### config.mk
export PLATFORM = sky130hd
export DESIGN_NAME = sugar_placer
export DESIGN_NICKNAME = d
export VERILOG_FILES = /design/src/rtl/sugar_placer_pkg.sv /design/src/rtl/lfsr16.sv /design/src/rtl/sugar_placer.sv
export SDC_FILE = /design/constraint.sdc
export NUM_CORES = 1
export LEC_CHECK = 0
export ABC_AREA = 1
export ABC_CLOCK_PERIOD_IN_PS = 3520
export BUFFER_PORTS_ARGS = -buffer_cell sky130_fd_sc_hd__buf_2
export CORE_MARGIN = 1.5
export CORE_UTILIZATION = 59
export CTS_CLUSTER_SIZE = 10
export DETAILED_ROUTE_END_ITERATION = 10
export MAX_ROUTING_LAYER = met4
export PLACE_DENSITY = 0.94
export SLEW_MARGIN = 10
export SYNTH_ARGS = -nofsm -noshare
export SYNTH_HDL_FRONTEND = slang
export SYNTH_SLANG_ARGS = --single-unit
### constraint.sdc
create_clock -name setup_clk -period 3.52 [get_ports setup_clk]
set_input_delay 0.176 -clock setup_clk [delete_from_list [all_inputs] [get_ports setup_clk]]
set_output_delay 0.176 -clock setup_clk [all_outputs]
set_load 0.03 [all_outputs]
### src/rtl/sugar_placer_pkg.sv
// Shared playfield geometry and FSM state encoding for the sugar placer.
package sugar_placer_pkg;

    // Playfield geometry, in patch-grid units.
    localparam int unsigned X_bits            = 8;
    localparam int unsigned Y_bits            = 7;
    localparam int unsigned X_MAX             = 159;
    localparam int unsigned Y_MAX             = 119;
    localparam int unsigned SUGARPATCH_RADIUS = 4;

    typedef enum logic [1:0] {
        IDLE,
        SETUP,
        COMMIT,
        DONE
    } state_t;

endpackage

### src/rtl/lfsr16.sv
// 16-bit Fibonacci LFSR, taps 16,14,13,11. Shifts left with feedback in bit 0.
module lfsr16 #(
    parameter logic [15:0] SEED = 16'hACE1
) (
    input  logic        clk,
    input  logic        reset,
    input  logic        enable,
    output logic [15:0] value
);

    logic [15:0] lfsr_q;
    logic        feedback;

    assign feedback = lfsr_q[15] ^ lfsr_q[13] ^ lfsr_q[12] ^ lfsr_q[10];
    assign value    = lfsr_q;

    // Reload the seed on reset, otherwise advance once per enabled cycle.
    always_ff @(posedge clk) begin
        if (reset) begin
            lfsr_q <= SEED;
        end else if (enable) begin
            lfsr_q <= {lfsr_q[14:0], feedback};
        end
    end

endmodule

### src/rtl/sugar_placer.sv
// Sugar patch placer: steers a cursor over the playfield and strobes one patch
// load per commit. Define SUGAR_AUTO_PLACE_EN to let an LFSR pick the positions
// instead of the move/place buttons.
module sugar_placer
    import sugar_placer_pkg::*;
#(
    parameter int unsigned NUM_PATCHES = 4,
    parameter int unsigned START_X     = X_MAX / 2,
    parameter int unsigned START_Y     = Y_MAX / 2,
    parameter logic [15:0] LFSR_SEED   = 16'hACE1
) (
    input  logic                               setup_clk,
    input  logic                               RESET,
    input  logic                               start,
    input  logic                               move_up,
    input  logic                               move_down,
    input  logic                               move_left,
    input  logic                               move_right,
    input  logic                               place,
    input  logic                               finish,
    input  logic [NUM_PATCHES-1:0]             patch_collision,
    output logic                               SETUP_PHASE,
    output logic [NUM_PATCHES-1:0]             SET,
    output logic [X_bits-1:0]                  out_x,
    output logic [Y_bits-1:0]                  out_y,
    output logic [$clog2(NUM_PATCHES+1)-1:0]   patch_count,
    output logic                               reject,
    output logic                               done
);

    localparam int unsigned CW = $clog2(NUM_PATCHES + 1);

    localparam logic [X_bits-1:0]      X_LIM   = X_bits'(X_MAX);
    localparam logic [Y_bits-1:0]      Y_LIM   = Y_bits'(Y_MAX);
    localparam logic [X_bits-1:0]      X_START = X_bits'(START_X);
    localparam logic [Y_bits-1:0]      Y_START = Y_bits'(START_Y);
    localparam logic [NUM_PATCHES-1:0] SET_ONE = NUM_PATCHES'(1);

    // An all-zero seed would lock the LFSR at zero forever.
    if (LFSR_SEED == 16'h0000) begin : g_seed_check
        $error("LFSR_SEED must be nonzero");
    end

    state_t            state_q, state_d;
    logic [X_bits-1:0] x_q, x_d;
    logic [Y_bits-1:0] y_q, y_d;
    logic [CW-1:0]     count_q, count_d;
    logic [CW-1:0]     count_inc;
    logic              reject_q, reject_d;
    logic              collide;

    assign collide   = |patch_collision;
    assign count_inc = count_q + CW'(1);

`ifdef SUGAR_AUTO_PLACE_EN
    logic        pending_q, pending_d;
    logic [15:0] lfsr_value;
    logic        cand_oob;
    logic        unused_manual;

    lfsr16 #(
        .SEED (LFSR_SEED)
    ) u_lfsr16 (
        .clk    (setup_clk),
        .reset  (RESET),
        .enable (state_q == SETUP),
        .value  (lfsr_value)
    );

    assign cand_oob      = (x_q > X_LIM) || (y_q > Y_LIM);
    assign unused_manual = ^{move_up, move_down, move_left, move_right, place, lfsr_value};

    // A candidate is pending once it has sat in the cursor for one cycle.
    always_ff @(posedge setup_clk) begin
        if (RESET) begin
            pending_q <= 1'b0;
        end else begin
            pending_q <= pending_d;
        end
    end
`else
    logic [X_bits-1:0] step_x;
    logic [Y_bits-1:0] step_y;

    // Saturating cursor step; opposing pulses on one axis cancel. Up decrements Y.
    always_comb begin
        step_x = x_q;
        step_y = y_q;
        if (move_right && !move_left && x_q != X_LIM) begin
            step_x = x_q + X_bits'(1);
        end else if (move_left && !move_right && x_q != '0) begin
            step_x = x_q - X_bits'(1);
        end
        if (move_down && !move_up && y_q != Y_LIM) begin
            step_y = y_q + Y_bits'(1);
        end else if (move_up && !move_down && y_q != '0) begin
            step_y = y_q - Y_bits'(1);
        end
    end
`endif

    // State, cursor, count and reject registers.
    always_ff @(posedge setup_clk) begin
        if (RESET) begin
            state_q  <= IDLE;
            x_q      <= X_START;
            y_q      <= Y_START;
            count_q  <= '0;
            reject_q <= 1'b0;
        end else begin
            state_q  <= state_d;
            x_q      <= x_d;
            y_q      <= y_d;
            count_q  <= count_d;
            reject_q <= reject_d;
        end
    end

    // Next-state logic; finish always wins over a same-cycle place.
    always_comb begin
        state_d  = state_q;
        x_d      = x_q;
        y_d      = y_q;
        count_d  = count_q;
        reject_d = 1'b0;
`ifdef SUGAR_AUTO_PLACE_EN
        pending_d = 1'b0;
`endif
        case (state_q)
            IDLE: begin
                if (start) begin
                    state_d = SETUP;
                    x_d     = X_START;
                    y_d     = Y_START;
                    count_d = '0;
                end
            end
            SETUP: begin
                if (finish) begin
                    state_d = DONE;
`ifdef SUGAR_AUTO_PLACE_EN
                end else if (pending_q && !cand_oob && !collide) begin
                    state_d = COMMIT;
                end else begin
                    // Bad or first candidate: silently draw a fresh one.
                    x_d       = lfsr_value[X_bits-1:0];
                    y_d       = lfsr_value[15 -: Y_bits];
                    pending_d = 1'b1;
                end
`else
                end else if (place) begin
                    if (collide) begin
                        reject_d = 1'b1;
                    end else begin
                        state_d = COMMIT;
                    end
                end else begin
                    x_d = step_x;
                    y_d = step_y;
                end
`endif
            end
            COMMIT: begin
                count_d = count_inc;
                state_d = (count_inc == CW'(NUM_PATCHES)) ? DONE : SETUP;
            end
            DONE: begin
                state_d = DONE;
            end
            default: begin
                state_d = IDLE;
            end
        endcase
    end

    // Load strobe: exactly the next free patch, only while committing.
    always_comb begin
        SET = '0;
        if (state_q == COMMIT) begin
            SET = SET_ONE << count_q;
        end
    end

    assign SETUP_PHASE = (state_q == SETUP) || (state_q == COMMIT);
    assign done        = (state_q == DONE);
    assign reject      = reject_q;
    assign out_x       = x_q;
    assign out_y       = y_q;
    assign patch_count = count_q;

endmodule

==> summary.md <==
| Metric | Value |
|---|---|
| Outcome | complete, no violations |
| CTS tree | done |
| TNS Setup | 0 ns |
| # DRC | 0 |
| Slew HR | 69.6% |
| Area grow syn2layout | 12.8% |
| Placed Instance Area | 0.00202 mm2 |
| Number of synthesized flops with an enable pin | 0 |
| Fillers | 237 |
| Endpoint class of the critical path | register |
| Final wirelength | 3.95 mm |
| Die Area | approximately 0.0034 mm2 |
| Worst slew pin tran | between 0.4 and 0.5 ns |
| DP HPWL | ~3.1 mm |
| Via Count | 1,819 |
| Number of global-route vias before repair | roughly 1.6k |
| Pre-antenna DRT Iters | 4 |
| Final worst-path cycle share | 61.8% |
| Fin. max-slew vios | 0 |
| Asr flop ratio synth | 0% |
| Worst min path class | input port to register |
| Setup CP Type | register to register |
| Chip Width | 58.5 um |
| ANT nets after route | 0 |
| Initial antenna violation count | 0 |
| Synth warn | 0 |
| DR WL/cell | 11.6 um |
| Final Hold Viols | 0 |
| 1st-iter DRT viols | between 80 and 90 |
| Initial Utilization | 64.1% |
| Area of the mapped netlist | 0.00181 mm2 |
| Endpoints failing setup | 0 |
| Most common cell after layout, fill and taps aside | nand2_1 |
| Core box area | between 0.002 and 0.003 mm2 |
| Max Freq | 460 MHz |
| Crit path arrival time | 2.43 ns |
| Final #Nets | 347 |
| Seq cells post-synth | 21 |
| Share of cells above drive strength 1 | 20.1% |
| PostCTS Resize Cnt | 0 |
| Design area | 0.00205 mm2 |
| Global router's overall resource usage | 25.8% |
| GR Overflow Total | 0 |
| Total CTS buffers | 3 |
| Row count | 19 |
| Clock slew at reported path FFs | 0.14 ns |
| CP required | 3.78 ns |
| Vias per inst | about 5.4 |
| CP Max Fanout | 11 |
| ANT cells | 0 |
| Leak | 1.07 nW |
| Worst Skew | 0.0159 ns |
| Max VDD drop | between 0.0004 and 0.0005 V |
| Most used DFF post-synth | dfxtp_1 |
| Clock Tree Buf Depth | 2 |
| Hold buffer count at cts | 0 |
| Worst skew pair latency | around 0.32 ns |
| Clk Tree Root Cell | clkbuf_4 |
| GP Congestion | 0.920 |
| First-pass GRT wire length | 6.76 mm |
| Port Buffer Count | 37 |
| Power per Cell Area | 593 mW/mm2 |
| RSZ-0062 raised after global routing | no |
| Die span in y | 58.5 um |
| Clock sink count | 21 |
| Largest net degree at the start of global routing | 14 |
| Crit path launch type | register |
| Setup Buffers After CTS | 0 |
| Syn Inst Count | ~270 |
| Crit path time final | 2.17 ns |
| Net Count, Synth | 308 |
| Yosys cell types | 31 |
| H-Tree Depth | 1 |
| Max-cap violations | 0 |
| Synthesized area per cell | ~6.7 um2 |
| Io pins | 38 |
| Commonest non-fill, non-tap cells in the layout | nand2_1 (70), buf_2 (37), inv_1 (35), nor2_1 (30), ha_1 (22) |
| Proportion of synthesized chip area in sequential cells | 23.2% |
## worst paths after layout
path         cells after the start             end      startpoint  slack (ns)
max                             13        out_x[7]        out_x[0]        1.35
min                              3          reject           place         0.1
max reg2reg                     13        out_x[7]        out_x[0]        1.35
min reg2reg                      2  patch_count[2]  patch_count[2]        0.49
## stage by stage
stage	instances	setup WS (ns)	hold WS, ns	total power, mW	utilization [%]
after floorplan	271	1.41	0.303	0.932	-
after global placement	336	1.48	0.450	1.07	71.3
after detailed placement	336	1.40	0.455	1.08	71.3
after CTS	340	1.36	0.0850	1.21	72.4
after global routing	340	1.14	0.0779	1.33	72.4
final	340	1.35	0.0953	1.21	72.4
## registers in the layout, summed over array words and instances, names as in the netlist
register and count:
reject 1, out_y 7, out_x 8, state_q 2, patch_count 3
## cell families (layout without fill, tap and decap cells)
family	count (synthesis)	in the layout	synth area share, %
xor gates and xnor gates	6	6	2.90
DFF	21	21	23.2
and+or+nand+nor	139	139	35.1
AOI/OAI and AO/OA	38	38	12.0
buffers and inverters	43	81	9.45
adders and majority gates	24	24	17.4
## critical path: stages (launching register included)
cell,delay [ns]
dfxtp_1,0.48
nand2_1,0.10
nor2_1,0.14
nand2_2,0.11
nand2_4,0.15
ha_1,0.29
or2_2,0.33
nand3_1,0.11
nand2_1,0.09
inv_1,0.06
nand3_1,0.06
nand2_1,0.06
nand2_1,0.06
a21oi_2,0.10
## layer usage
layer / track usage [%] / wire length [um] / share of wire, %
met3: 5.05 / 209 / 5.3
met4: 8.97 / 62 / 1.6
met1: 33.1 / 1860 / 47
met2: 40.4 / 1820 / 46
met5: - / 0 / 0
## power by group
part	switching, mW	internal (mW)
clock network	0.0845	0.0435
logic	0.498	0.243
registers	0.0591	0.285
total	0.642	0.572
## final cells by class
type                    count  area, um2  share of cell area (%)
inverters                  40        150                    7.33
well taps                  31       38.8                    1.89
repair buffers             37        185                    9.05
clock inverters             1       7.51                   0.367
flip-flops and latches     21        420                    20.5
clock buffers               3       22.5                    1.10
multi-input cells         207       1220                    59.7
## synth_stat cells, drive strengths merged, types with 3 or more instances
library cell / instances / area, um2
a21oi: 18 / 101
buf: 3 / 21.3
dfxtp: 21 / 420
ha: 22 / 275
inv: 39 / 146
nand2: 77 / 322
nand3: 24 / 143
nor2: 31 / 119
o21ai: 13 / 65.1
xnor2: 3 / 26.3
xor2: 3 / 26.3
Power figures use the tool's default switching activity.
